==> src/rtl/wakeup_pkg.sv <==
// Shared types and constants for the wake_up / WU_valid / WU_serviced initiator.
// Holds the FSM encoding, statistics counter widths and default timing constants.
package wakeup_pkg;

    localparam int SENT_W   = 20;
    localparam int MISS_W   = 16;
    localparam int PERIOD_W = 24;

    localparam int DEF_PERIOD    = 10_000_000;
    localparam int DEF_PULSE_W   = 4;
    localparam int DEF_SVC_DELAY = 100;
    localparam int DEF_VALID_TO  = 64;
    localparam int DEF_ACK_TO    = 64;

    typedef enum logic [2:0] {
        IDLE,
        PULSE,
        WAIT_V,
        SERVICE,
        ACK
    } wu_state_e;

    function automatic int max_of(input int a, input int b);
        return (a > b) ? a : b;
    endfunction

    function automatic logic [MISS_W-1:0] sat_inc(input logic [MISS_W-1:0] v);
        return (&v) ? v : v + 1'b1;
    endfunction

endpackage

==> src/rtl/wu_sync.sv <==
// Generic two-flop synchroniser for asynchronous level inputs.
// Output follows the input with two clki cycles of latency.
module wu_sync #(
    parameter int WIDTH = 1
) (
    input  logic             clki,
    input  logic             rst_n,
    input  logic [WIDTH-1:0] d,
    output logic [WIDTH-1:0] q
);

    logic [WIDTH-1:0] meta;

    // NOTE: non-blocking assignments let both stages sample the pre-edge values, forming a true 2-stage shift.
    always_ff @(posedge clki or negedge rst_n) begin
        if (!rst_n) begin
            meta <= '0;
            q    <= '0;
        end else begin
            meta <= d;
            q    <= meta;
        end
    end

endmodule

==> src/rtl/wakeup_gen.sv <==
// Periodic wake_up initiator with WU_valid/WU_serviced handshake and statistics.
// Define WAKEUP_SWTRIG_EN to add the sw_trig software launch input.
module wakeup_gen
    import wakeup_pkg::*;
#(
    parameter int PERIOD    = DEF_PERIOD,     // 16 .. 2^24-1
    parameter int PULSE_W   = DEF_PULSE_W,    // >= 3
    parameter int SVC_DELAY = DEF_SVC_DELAY,  // >= 2
    parameter int VALID_TO  = DEF_VALID_TO,
    parameter int ACK_TO    = DEF_ACK_TO
) (
    input  logic              clki,
    input  logic              rst_n,
    input  logic              enable,
    input  logic              WU_valid,
`ifdef WAKEUP_SWTRIG_EN
    input  logic              sw_trig,
`endif
    output logic              wake_up,
    output logic              WU_serviced,
    output logic              busy,
    output logic [SENT_W-1:0] sent_count,
    output logic [SENT_W-1:0] serviced_count,
    output logic [MISS_W-1:0] miss_count,
    output logic [MISS_W-1:0] overrun_count
);

    localparam int TIMER_MAX = max_of(max_of(PULSE_W, SVC_DELAY), max_of(VALID_TO, ACK_TO));
    localparam int TIMER_W   = $clog2(TIMER_MAX + 1);

    localparam logic [TIMER_W-1:0]  PULSE_LAST = TIMER_W'(PULSE_W - 1);
    localparam logic [TIMER_W-1:0]  VALID_LAST = TIMER_W'(VALID_TO - 1);
    localparam logic [TIMER_W-1:0]  SVC_LAST   = TIMER_W'(SVC_DELAY - 1);
    localparam logic [TIMER_W-1:0]  ACK_LAST   = TIMER_W'(ACK_TO - 1);
    localparam logic [PERIOD_W-1:0] TICK_AT    = PERIOD_W'(PERIOD - 1);

    logic                vs;
    logic [PERIOD_W-1:0] period_cnt;
    logic                tick;
    logic                launch_req;
    logic                sw_reload;
    wu_state_e           state, state_nxt;
    logic [TIMER_W-1:0]  timer, timer_nxt;
    logic                sent_inc, srv_inc, miss_inc, ovr_inc;

    wu_sync #(.WIDTH(1)) u_sync (
        .clki  (clki),
        .rst_n (rst_n),
        .d     (WU_valid),
        .q     (vs)
    );

    assign tick = enable && (period_cnt == TICK_AT);

`ifdef WAKEUP_SWTRIG_EN
    assign launch_req = tick || sw_trig;
    assign sw_reload  = sw_trig && (state == IDLE);
`else
    assign launch_req = tick;
    assign sw_reload  = 1'b0;
`endif

    always_ff @(posedge clki or negedge rst_n) begin
        if (!rst_n) begin
            period_cnt <= '0;
        end else if (!enable || tick || sw_reload) begin
            period_cnt <= '0;
        end else begin
            period_cnt <= period_cnt + 1'b1;
        end
    end

    // NOTE: every always_comb output gets a default first, so no path can leave it unassigned and infer a latch.
    always_comb begin
        state_nxt = state;
        timer_nxt = timer;
        sent_inc  = 1'b0;
        srv_inc   = 1'b0;
        miss_inc  = 1'b0;
        ovr_inc   = launch_req && (state != IDLE);

        unique case (state)
            IDLE: begin
                if (launch_req) begin
                    state_nxt = PULSE;
                    timer_nxt = '0;
                    sent_inc  = 1'b1;
                end
            end
            PULSE: begin
                if (timer == PULSE_LAST) begin
                    state_nxt = WAIT_V;
                    timer_nxt = '0;
                end else begin
                    timer_nxt = timer + 1'b1;
                end
            end
            WAIT_V: begin
                // The detection cycle already counts as the first cycle vs was seen.
                if (vs) begin
                    state_nxt = SERVICE;
                    timer_nxt = TIMER_W'(1);
                end else if (timer == VALID_LAST) begin
                    state_nxt = IDLE;
                    miss_inc  = 1'b1;
                end else begin
                    timer_nxt = timer + 1'b1;
                end
            end
            SERVICE: begin
                if (!vs) begin
                    state_nxt = IDLE;
                    miss_inc  = 1'b1;
                end else if (timer == SVC_LAST) begin
                    state_nxt = ACK;
                    timer_nxt = '0;
                end else begin
                    timer_nxt = timer + 1'b1;
                end
            end
            ACK: begin
                if (!vs) begin
                    state_nxt = IDLE;
                    srv_inc   = 1'b1;
                end else if (timer == ACK_LAST) begin
                    state_nxt = IDLE;
                    miss_inc  = 1'b1;
                end else begin
                    timer_nxt = timer + 1'b1;
                end
            end
            default: state_nxt = IDLE;
        endcase
    end

    // Outputs are decoded from the next state so they change on the same edge as the FSM.
    always_ff @(posedge clki or negedge rst_n) begin
        if (!rst_n) begin
            state          <= IDLE;
            timer          <= '0;
            wake_up        <= 1'b0;
            WU_serviced    <= 1'b0;
            busy           <= 1'b0;
            sent_count     <= '0;
            serviced_count <= '0;
            miss_count     <= '0;
            overrun_count  <= '0;
        end else begin
            state       <= state_nxt;
            timer       <= timer_nxt;
            wake_up     <= (state_nxt == PULSE);
            WU_serviced <= (state_nxt == ACK);
            busy        <= (state_nxt != IDLE);
            if (sent_inc) sent_count <= sent_count + 1'b1;
            if (srv_inc)  serviced_count <= serviced_count + 1'b1;
            if (miss_inc) miss_count <= sat_inc(miss_count);
            if (ovr_inc)  overrun_count <= sat_inc(overrun_count);
        end
    end

endmodule

==> config.mk <==
export PLATFORM = sky130hd
export DESIGN_NAME = wakeup_gen
export DESIGN_NICKNAME = d
export VERILOG_FILES = /design/src/rtl/wakeup_pkg.sv /design/src/rtl/wu_sync.sv /design/src/rtl/wakeup_gen.sv
export SDC_FILE = /design/constraint.sdc
export NUM_CORES = 1
export LEC_CHECK = 0
export CORE_ASPECT_RATIO = 1.5
export CORE_MARGIN = 2
export CORE_UTILIZATION = 59
export DETAILED_ROUTE_END_ITERATION = 10
export GPL_TIMING_DRIVEN = 0
export PLACE_DENSITY = 0.84
export SYNTH_ARGS = -nofsm -noshare
export SYNTH_HDL_FRONTEND = slang
export SYNTH_SLANG_ARGS = --single-unit
==> constraint.sdc <==
create_clock -name clki -period 4.1 [get_ports clki]
set_clock_uncertainty 0.15 [all_clocks]
set_input_delay 0.615 -clock clki [delete_from_list [all_inputs] [get_ports clki]]
set_output_delay 0.615 -clock clki [all_outputs]
set_load 0.01 [all_outputs]
==> results.toml, run 1 <==
[status]
status = "complete, no violations"

[die]
initial_core_util_pct = 60.2
core_mm2 = 0.00915
die_area_mm2 = 0.0101
die_w_um = 82.9
num_io_pins = 79
rows = 43
die_h_um = 122

[route]
dr.pass1.iters = 4
wl_per_cell_um = 15.8
drc = 0
via_count = 4394
ant_nets = 0
wirelength_um = 11700
drt-initial-drc-count = 303
viasPerCell = 5.92

[worst_setup_path]
crit_type = "flip-flop to flip-flop"
worstReg2RegEnd = "serviced_count[12]$_DFFE_PN0P_"
start_kind = "flip-flop"
reg2reg_from = "state[0]$_DFF_PN0_"
critPathMaxFanout = 10
r2r_slack_ns = 1.17
critical_path_arrival_ns = 3.01
worstSetupEndpointType = "flip-flop"
reg2reg_depth = 8
crit_required_ns = 4.18

[global_route]
antenna_found_initial = 0
grt_use_total_pct = 23.5
grt_pass1_vias = 4209
overflow = 0
grt_start_max_net_pins = 71
grt_pass1_wl_um = 19500

[layout]
fin_area_mm2 = 0.00669
drive_gt1_share_pct = 4.92
syn2layout_area_growth_pct = 21.5
antennaDiodeCount = 0
nets = 637

[placement]
place.gp.congestion = 0.892
dpl.hpwl_um = 8370
placed_area_mm2 = 0.00644
io_buffers = 78

[min_path]
timing.hold.worst.start = "u_sync.meta$_DFF_PN0_"
holdPathEnd = "u_sync.q$_DFF_PN0_"
holdPathStages = 0
holdCritPathClass = "flip-flop to flip-flop"

[power_and_ir_drop]
power.density_mw_per_mm2 = 285
p_leak_nw = 2.89
switching_share_pct = 20.7
seqPwrFrac_pct = 57.9
worst_ir_drop_vdd_mv = 0.243
p_int_mw = 1.51
clkPwrFrac_pct = 40.3
p_sw_mw = 0.394
power_mw = 1.90
combPwrFrac_pct = 1.9

[yosys]
ys_warn_count = 0
synth_cell_type_count = 55
syn_area_mm2 = 0.00550
synthXorXnorAreaFrac_pct = 13.7
synthArstFlopShare_pct = 100
synth_top_family_by_area = "simple AND/OR/NAND/NOR gates"
synth_compound_area_share_pct = 5.71
synth_ff_type = "dfrtp_1"
synth_edf_count = 0
synth_cells = 537
yosys.area_share.adder_pct = 1.36
synth-seq-cells = 111
synth_area_per_cell_um2 = 10.2
synth_nets = 547
yosysSeqAreaShare_pct = 50.5
muxShareOfSynthArea_pct = 1.23
synthSimpleGateAreaFrac_pct = 25.2

[clocking]
cts_tree = "built"
cts_made_buffers = 9
cts_hold_buffers = 0
htreeDepth = 3
cts-root-buf = "clkbuf_16"
clockBufferDepth = 2
clock_latency_ns = 0.35
cts_sinks = 111
post-cts-setup-buffer-count = 0
path_clk_slew_ns = 0.07
cts_resized = 0

[sta]
slew_viol_final = 0
period_needed_ns = 2.93
finalHoldViolations = 0
fmax_mhz = 341
setup_tns_ns = 0
timing.final.crit_share_pct = 71.4
tightestPinTransition_ns = 1.19
slew-limit-headroom_pct = 19.8
setup_viol = 0
grt_setup_unrepaired = "false"
holdWs_ns = 0.199

[flow_run]
drv_cap = 0
power groups by stage:
| stage | logic, mW | registers [mW] | clock network, mW |
|---|---|---|---|
| finish | 0.0357 | 1.10 | 0.766 |
| global placement | 0.0343 | 1.12 | 0 |
| global route | 0.0423 | 1.10 | 0.820 |
| detailed placement | 0.0375 | 1.12 | 0 |
| floorplan | 0.00790 | 1.12 | 0 |
| CTS | 0.0375 | 1.10 | 0.782 |
worst max-delay path, stage by stage (launching register included):
cell and delay (ns):
dfrtp_1 0.36, clkbuf_1 0.22, nor4b_2 0.88, and4_1 0.30
clkbuf_1 0.24, and2_1 0.17, clkbuf_1 0.22, nand3_1 0.13
xnor2_1 0.14
routing by layer:
layer  GRT usage (%)  up-vias  wire length, um
met1            29.1     2170             5030
met2            40.4      120             5960
met4            10.6        0              268
li1                -     2078                -
met5               0        -                0
met3            4.30       26              451
cell families (layout without fill, tap and decap cells):
| kind of cell | Yosys count | after routing |
|---|---|---|
| buffers and inverters | 33 | 126 |
| DFF | 111 | 111 |
| and+or+nand+nor | 248 | 248 |
| muxes | 6 | 6 |
| xor gates and xnor gates | 86 | 86 |
| AOI/OAI and AO/OA | 47 | 47 |
| adders and majority gates | 6 | 6 |
worst max path at each step:
stage	startpoint	endpoint	slack (ns)	depth (start not counted)
2_1_floorplan	period_cnt[8]$_DFF_PN0_	timer[1]$_DFFE_PN0P_	1.64	5
3_5_place_dp	state[0]$_DFF_PN0_	serviced_count[12]$_DFFE_PN0P_	1.19	8
4_1_cts	state[0]$_DFF_PN0_	serviced_count[12]$_DFFE_PN0P_	1.14	8
5_1_grt	state[0]$_DFF_PN0_	serviced_count[14]$_DFFE_PN0P_	0.99	8
6_report	state[0]$_DFF_PN0_	serviced_count[12]$_DFFE_PN0P_	1.17	8
3_3_place_gp	rst_n	miss_count[15]$_DFFE_PN0P_	-1.80	1
registers in the layout, indices dropped and copies added (netlist names), 3 cells and up:
register / cells
state: 3
serviced_count: 20
sent_count: 20
period_cnt: 24
overrun_count: 16
miss_count: 16
timer: 7
cell type report:
| class | instances | area, um^2 |
|---|---|---|
| flip-flops and latches | 111 | 2780 |
| multi-input cells | 393 | 2590 |
| fillers | 655 | 2460 |
| repair buffers | 79 | 798 |
| clock buffers | 12 | 236 |
| well taps | 112 | 140 |
| plain buffers | 17 | 70.1 |
| inverters | 16 | 60.1 |
| clock inverters | 2 | 10.0 |
synth_stat cells, types with 4 or more instances:
master    instances  area share, %
nor4_1            5           0.57
nor2b_1           5           0.57
nand3_1          45            4.1
and3_1           24            2.7
clkbuf_1         13           0.89
or3_1             4           0.45
nor2_1           43            2.9
ha_1              6            1.4
nand4_1          27            3.1
nand2_1          37            2.5
a21oi_1          14            1.3
dfrtp_1         111             50
and4_1           11            1.8
and2_1            5           0.57
nor3_1           18            1.6
xnor2_1          60            9.5
nor3b_1           5           0.68
inv_1            16            1.1
mux2_2            5            1.0
xor2_1           26            4.1
o21ai_0          10           0.91
stage by stage:
step                      setup WS (ns)  utilization [%]  instances
after floorplan                    1.64                -        537
after global placement            -1.80             70.2        727
after detailed placement           1.19             70.4        728
after CTS                          1.14             73.1        742
after global routing              0.992             73.1        742
final                              1.17             73.1        742
cell usage in the layout, fill, tap and decap left out, types with 6 or more instances in the layout:
| master | count |
|---|---|
| xnor2_1 | 60 |
| a21oi_1 | 14 |
| o21ai_0 | 10 |
| and4_1 | 11 |
| clkbuf_1 | 16 |
| inv_1 | 16 |
| dfrtp_1 | 111 |
| nand2_1 | 37 |
| ha_1 | 6 |
| nand3_1 | 45 |
| nor3_1 | 18 |
| clkdlybuf4s50_1 | 77 |
| nor2_1 | 43 |
| and3_1 | 24 |
| xor2_1 | 26 |
| nand4_1 | 27 |
| clkbuf_16 | 9 |
(Power assumes the default switching activity.)
==> run 2: changes to the inputs <==
- CORE_UTILIZATION: 59 -> 49
- PLACE_DENSITY: 0.84 -> 0.74
- clock period: 4.1 -> 2.4 ns (I/O delays scaled with it)
==> run 2 against run 1 <==
The flow now finishes with violations (negative hold slack, negative setup slack). Clock power increased by 91%. Sequential power grew 71%. Design area rose by 5.0%. Maximum frequency up 18%. Die area grew 20%. Critical path type unchanged. Critical endpoint is now overrun_count[12]$_DFFE_PN0P_. Largest cell class unchanged. Largest power group unchanged.
==> results.toml, run 2 (synthesized netlist as in run 1, its figures left out) <==
[global_route]
overflow = 0
grt_start_max_net_pins = 73
grt_pass1_wl_um = 20400
antenna_found_initial = 0
grt_use_total_pct = 20.4
grt_pass1_vias = 4385

[sta]
holdWs_ns = -0.0204
fmax_mhz = 404
slew_viol_final = 0
setup_slack_ns = -0.0778
period_needed_ns = 2.48
grt_setup_unrepaired = "true"
setup_viol = 7
tightestPinTransition_ns = 1.03
timing.final.crit_share_pct = 103
slew-limit-headroom_pct = 30.7
setup_tns_ns = -0.287
finalHoldViolations = 17

[worst_setup_path]
crit_required_ns = 2.48
r2r_slack_ns = -0.08
worstSetupEndpointType = "flip-flop"
worstReg2RegEnd = "overrun_count[12]$_DFFE_PN0P_"
slowest_delay_ns = 0.52
critical_path_arrival_ns = 2.56
crit_type = "flip-flop to flip-flop"
startpoint = "period_cnt[18]$_DFF_PN0_"
cp_cell_sequence = "or4b_4 > or4_4 > nor3_4 > and4_1 > mux2_4"
cp_slowest_cell = "or4b_4"
start_kind = "flip-flop"
critPathMaxFanout = 4
reg2reg_depth = 5
reg2reg_from = "period_cnt[18]$_DFF_PN0_"

[clocking]
cts_tree = "built"
cts-root-buf = "clkbuf_16"
cts_sinks = 111
clockBufferDepth = 2
cts_made_buffers = 9
clock_latency_ns = 0.35
htreeDepth = 3
path_clk_slew_ns = 0.08
cts_hold_buffers = 0

[route]
dr.pass1.iters = 4
drt-initial-drc-count = 200
drc = 0
ant_nets = 0
viasPerCell = 5.56
wl_per_cell_um = 15.4
via_count = 4374
wirelength_um = 12100

[die]
die_area_mm2 = 0.0121
num_io_pins = 79
initial_core_util_pct = 50.0
die_w_um = 90.5
core_mm2 = 0.0110
die_h_um = 134
rows = 47

[power_and_ir_drop]
power_mw = 3.40
power.density_mw_per_mm2 = 484
p_leak_nw = 3.02
worst_ir_drop_vdd_mv = 0.294

[layout]
largest_register = "period_cnt"
syn2layout_area_growth_pct = 27.6
drive_gt1_share_pct = 11.3
final_cell_mix = "dfrtp_1 (111), clkdlybuf4s50_1 (77), xnor2_1 (59)"
antennaDiodeCount = 0
final_common_cell = "dfrtp_1"
final_core_util_pct = 63.9
stdcell_count = 786
nets = 644
reg_top3 = "period_cnt x24, sent_count x20, serviced_count x20"
largest_reg_flops = 24
fin_area_mm2 = 0.00702

[placement]
place_ws_ns = -0.507
place_inst = 763
place.gp.congestion = 0.887
placed_area_mm2 = 0.00650
dpl.hpwl_um = 8430
io_buffers = 78

[status]
status = "finished, violations left"
violations = "negative hold slack, negative setup slack"

[flow_run]
drv_cap = 0

[min_path]
holdCritPathClass = "input port to asynchronous set/reset pin"
run 2: changes by cell type in the layout (fill, tap and decap cells not counted), moves of 3 or more:
cell	delta
nor3_1	-3
nor2_1	-5
clkbuf_2	+4
buf_4	+10
inv_6	+3
nor2_4	+5
nor3_4	+4
clkbuf_1	-9
run 2: layer usage:
| layer | up-vias | GRT usage, % | wire, um |
|---|---|---|---|
| li1 | 2087 | - | - |
| met4 | 0 | 9.40 | 333 |
| met3 | 22 | 3.71 | 393 |
| met5 | - | 0 | 0 |
| met2 | 104 | 35.9 | 6340 |
| met1 | 2161 | 24.0 | 5010 |
run 2: how the worst max path moves through the flow:
stage,endpoint,depth (start not counted)
global placement,miss_count[14]$_DFFE_PN0P_,1
finish,overrun_count[12]$_DFFE_PN0P_,5
detailed placement,serviced_count[12]$_DFFE_PN0P_,8
global route,overrun_count[12]$_DFFE_PN0P_,5
CTS,overrun_count[12]$_DFFE_PN0P_,5
floorplan,timer[5]$_DFFE_PN0P_,5
run 2: repair_timing:
action                     in CTS  in global routing
gates resized for setup        24                 19
buffers inserted                7                  3
pin swaps                       8                  7
setup endpoints to repair      86                 67
run 2: final cells by class:
cell class	instances	area (um^2)
clock buffers	10	239
inverters	16	60.1
fillers	914	3970
flip-flops and latches	111	2780
well taps	147	184
multi-input cells	393	2780
repair buffers	89	873
clock inverters	6	51.3
plain buffers	14	62.6
run 2: report_power, final:
group	total (mW)	internal, mW	switching (mW)
clock network	1.46	0.752	0.704
logic	0.0653	0.0152	0.0501
registers	1.88	1.87	0.00558
run 2: critical path: cells and delay by family (launching register included):
| kind | cells | cell delay [ns] |
|---|---|---|
| AND/OR/NAND/NOR | 4 | 1.52 |
| flip-flops | 1 | 0.40 |
| multiplexers | 1 | 0.30 |
==> run 3: changes to the inputs <==
- ABC_CLOCK_PERIOD_IN_PS: default -> 2400
- CORE_UTILIZATION: 49 -> 35
- PLACE_DENSITY: 0.74 -> 0.55
==> run 3 against run 2 <==
The run ends with negative setup slack left. Critical path depth did not move. Utilization fell by 17 points. Sequential share of layout area fell by 0.94 points. Sequential power barely moved. Wire length rose by 3.0%. Combinational power rose by 3%. Count of clock-buffer cells in the layout did not move. Clock power barely moved. Die area rose by 38%. Critical path type unchanged. Highest routed layer unchanged.
==> results.toml, run 3 (synthesized netlist as in run 1, its figures left out) <==
[clocking]
cts_made_buffers = 9
cts_sinks = 111
cts_tree = "built"
clock_latency_ns = 0.35
cts-root-buf = "clkbuf_16"
htreeDepth = 3
path_clk_slew_ns = 0.08
clockBufferDepth = 2

[worst_setup_path]
cp_slowest_cell = "or4b_4"
path_delay_family = "simple AND/OR/NAND/NOR gates"
critPathMaxFanout = 4
slowest_delay_ns = 0.53
worstSetupEndpointType = "flip-flop"
start_kind = "flip-flop"
cp_cell_sequence = "or4b_4 > or4_4 > nor3_4 > and4_1 > mux2_4"
critical_path_arrival_ns = 2.55
crit_required_ns = 2.49
crit_type = "flip-flop to flip-flop"
path_buf_inv = 0

[die]
die_w_um = 106
die_area_mm2 = 0.0168
rows = 56
die_h_um = 158
num_io_pins = 79
core_mm2 = 0.0155
initial_core_util_pct = 35.5

[layout]
syn2layout_area_growth_pct = 30.8
reg_top3 = "period_cnt x24, sent_count x20, serviced_count x20"
drive_gt1_share_pct = 12.4
antennaDiodeCount = 0
largest_register = "period_cnt"
final_cell_mix = "dfrtp_1 (110), clkdlybuf4s50_1 (77), xnor2_1 (59)"
final_common_cell = "dfrtp_1"
final_core_util_pct = 46.5
largest_reg_flops = 24
nets = 649

[placement]
place.gp.congestion = 0.840
io_buffers = 78
dpl.hpwl_um = 8710

[sta]
holdWs_ns = 0.200
fmax_mhz = 406
slew_viol_final = 0
setup_slack_ns = -0.0657
finalHoldViolations = 0
grt_setup_unrepaired = "true"
period_needed_ns = 2.47
setup_viol = 4
tightestPinTransition_ns = 0.919
timing.final.crit_share_pct = 103
slew-limit-headroom_pct = 38.2

[route]
drc = 0
wirelength_um = 12400
ant_nets = 0
dr.pass1.iters = 4
viasPerCell = 5.12
wl_per_cell_um = 14.7
drt-initial-drc-count = 145
via_count = 4339

[global_route]
met3_usage_pct = 2.76
grt_start_max_net_pins = 63
grt.busiest_layer = "met2"
grtUsageMet1_pct = 18.0
grt_use_total_pct = 15.2
antenna_found_initial = 0
grt_pass1_wl_um = 20700
grtUsageMet2_pct = 27.5
overflow = 0
grt_pass1_vias = 4320

[min_path]
holdCritPathClass = "flip-flop to flip-flop"

[power_and_ir_drop]
power.density_mw_per_mm2 = 471
p_leak_nw = 3.07
worst_ir_drop_vdd_mv = 0.406

[flow_run]
drv_cap = 0

[status]
violations = "negative setup slack"
status = "finished, violations left"
## run 3: cell types whose count changed in the layout (fill, tap and decap cells not counted), sizes merged
cell / change
clkinv: +3
clkbuf: -1
dlygate4sd3: +1
buf: +5
inv: -3
## run 3: power breakdown
| part | leakage [nW] | switching [mW] | total [mW] | internal (mW) |
|---|---|---|---|---|
| combinational | 1.44 | 0.0503 | 0.0672 | 0.0168 |
| clock | 0.143 | 0.701 | 1.44 | 0.740 |
| sequential | 1.50 | 0.00558 | 1.88 | 1.87 |
## run 3: layout make-up
class,instances,area (um^2)
Buffer,13,61.3
Clock buffer,10,239
Clock inverter,6,45.0
Fill cell,1489,8290
Inverter,16,60.1
Multi-Input combinational cell,393,2810
Sequential cell,111,2780
Tap cell,203,254
Timing Repair Buffer,95,947
## run 3: path summary, 6_finish.rpt
check / start / end / slack [ns] / cells past startpoint
hold / removal: u_sync.meta$_DFF_PN0_ / u_sync.q$_DFF_PN0_ / 0.20 / 0
hold reg to reg: u_sync.meta$_DFF_PN0_ / u_sync.q$_DFF_PN0_ / 0.20 / 0
setup reg to reg: period_cnt[17]$_DFF_PN0_ / overrun_count[12]$_DFFE_PN0P_ / -0.07 / 5
max in group asynchronous: rst_n / state[0]$_DFF_PN0_ / 0.92 / 3
setup / recovery: period_cnt[17]$_DFF_PN0_ / overrun_count[12]$_DFFE_PN0P_ / -0.07 / 5
min in group asynchronous: rst_n / period_cnt[11]$_DFF_PN0_ / 0.43 / 2
## run 3: what timing repair did
| item | CTS | global route |
|---|---|---|
| gates cloned | 0 | 0 |
| hold buffers | 1 | 0 |
| pin swaps | 11 | 12 |
| gates resized for setup | 32 | 24 |
| buffers inserted | 11 | 4 |
| setup endpoints to repair | 89 | 69 |
| endpoints found under the hold margin | 49 | 0 |
## run 3: worst register-to-register path: stages, from the launching register on
cell     delay [ns]
dfrtp_1        0.38
or4b_4         0.54
or4_4          0.49
nor3_4         0.25
and4_1         0.26
mux2_4         0.30
## run 3: stage by stage
stage	power [mW]	setup slack [ns]	cells	setup TNS, ns	instance area [um^2]
after global placement	1.98	-3.52	818	-409.88	6550
after detailed placement	1.98	-0.614	819	-21.16	6580
final	3.39	-0.0657	847	-0.176	7200
after CTS	3.45	-0.113	845	-1.20	7090
after global routing	3.54	-0.139	847	-1.85	7200
after floorplan	1.93	-0.0285	537	-0.0911	5520
## run 3: routing by layer
metal,routed length [um],vias up
li1,-,2096
met1,5380,2159
met2,6580,71
met3,294,13
met4,185,0
met5,0,-
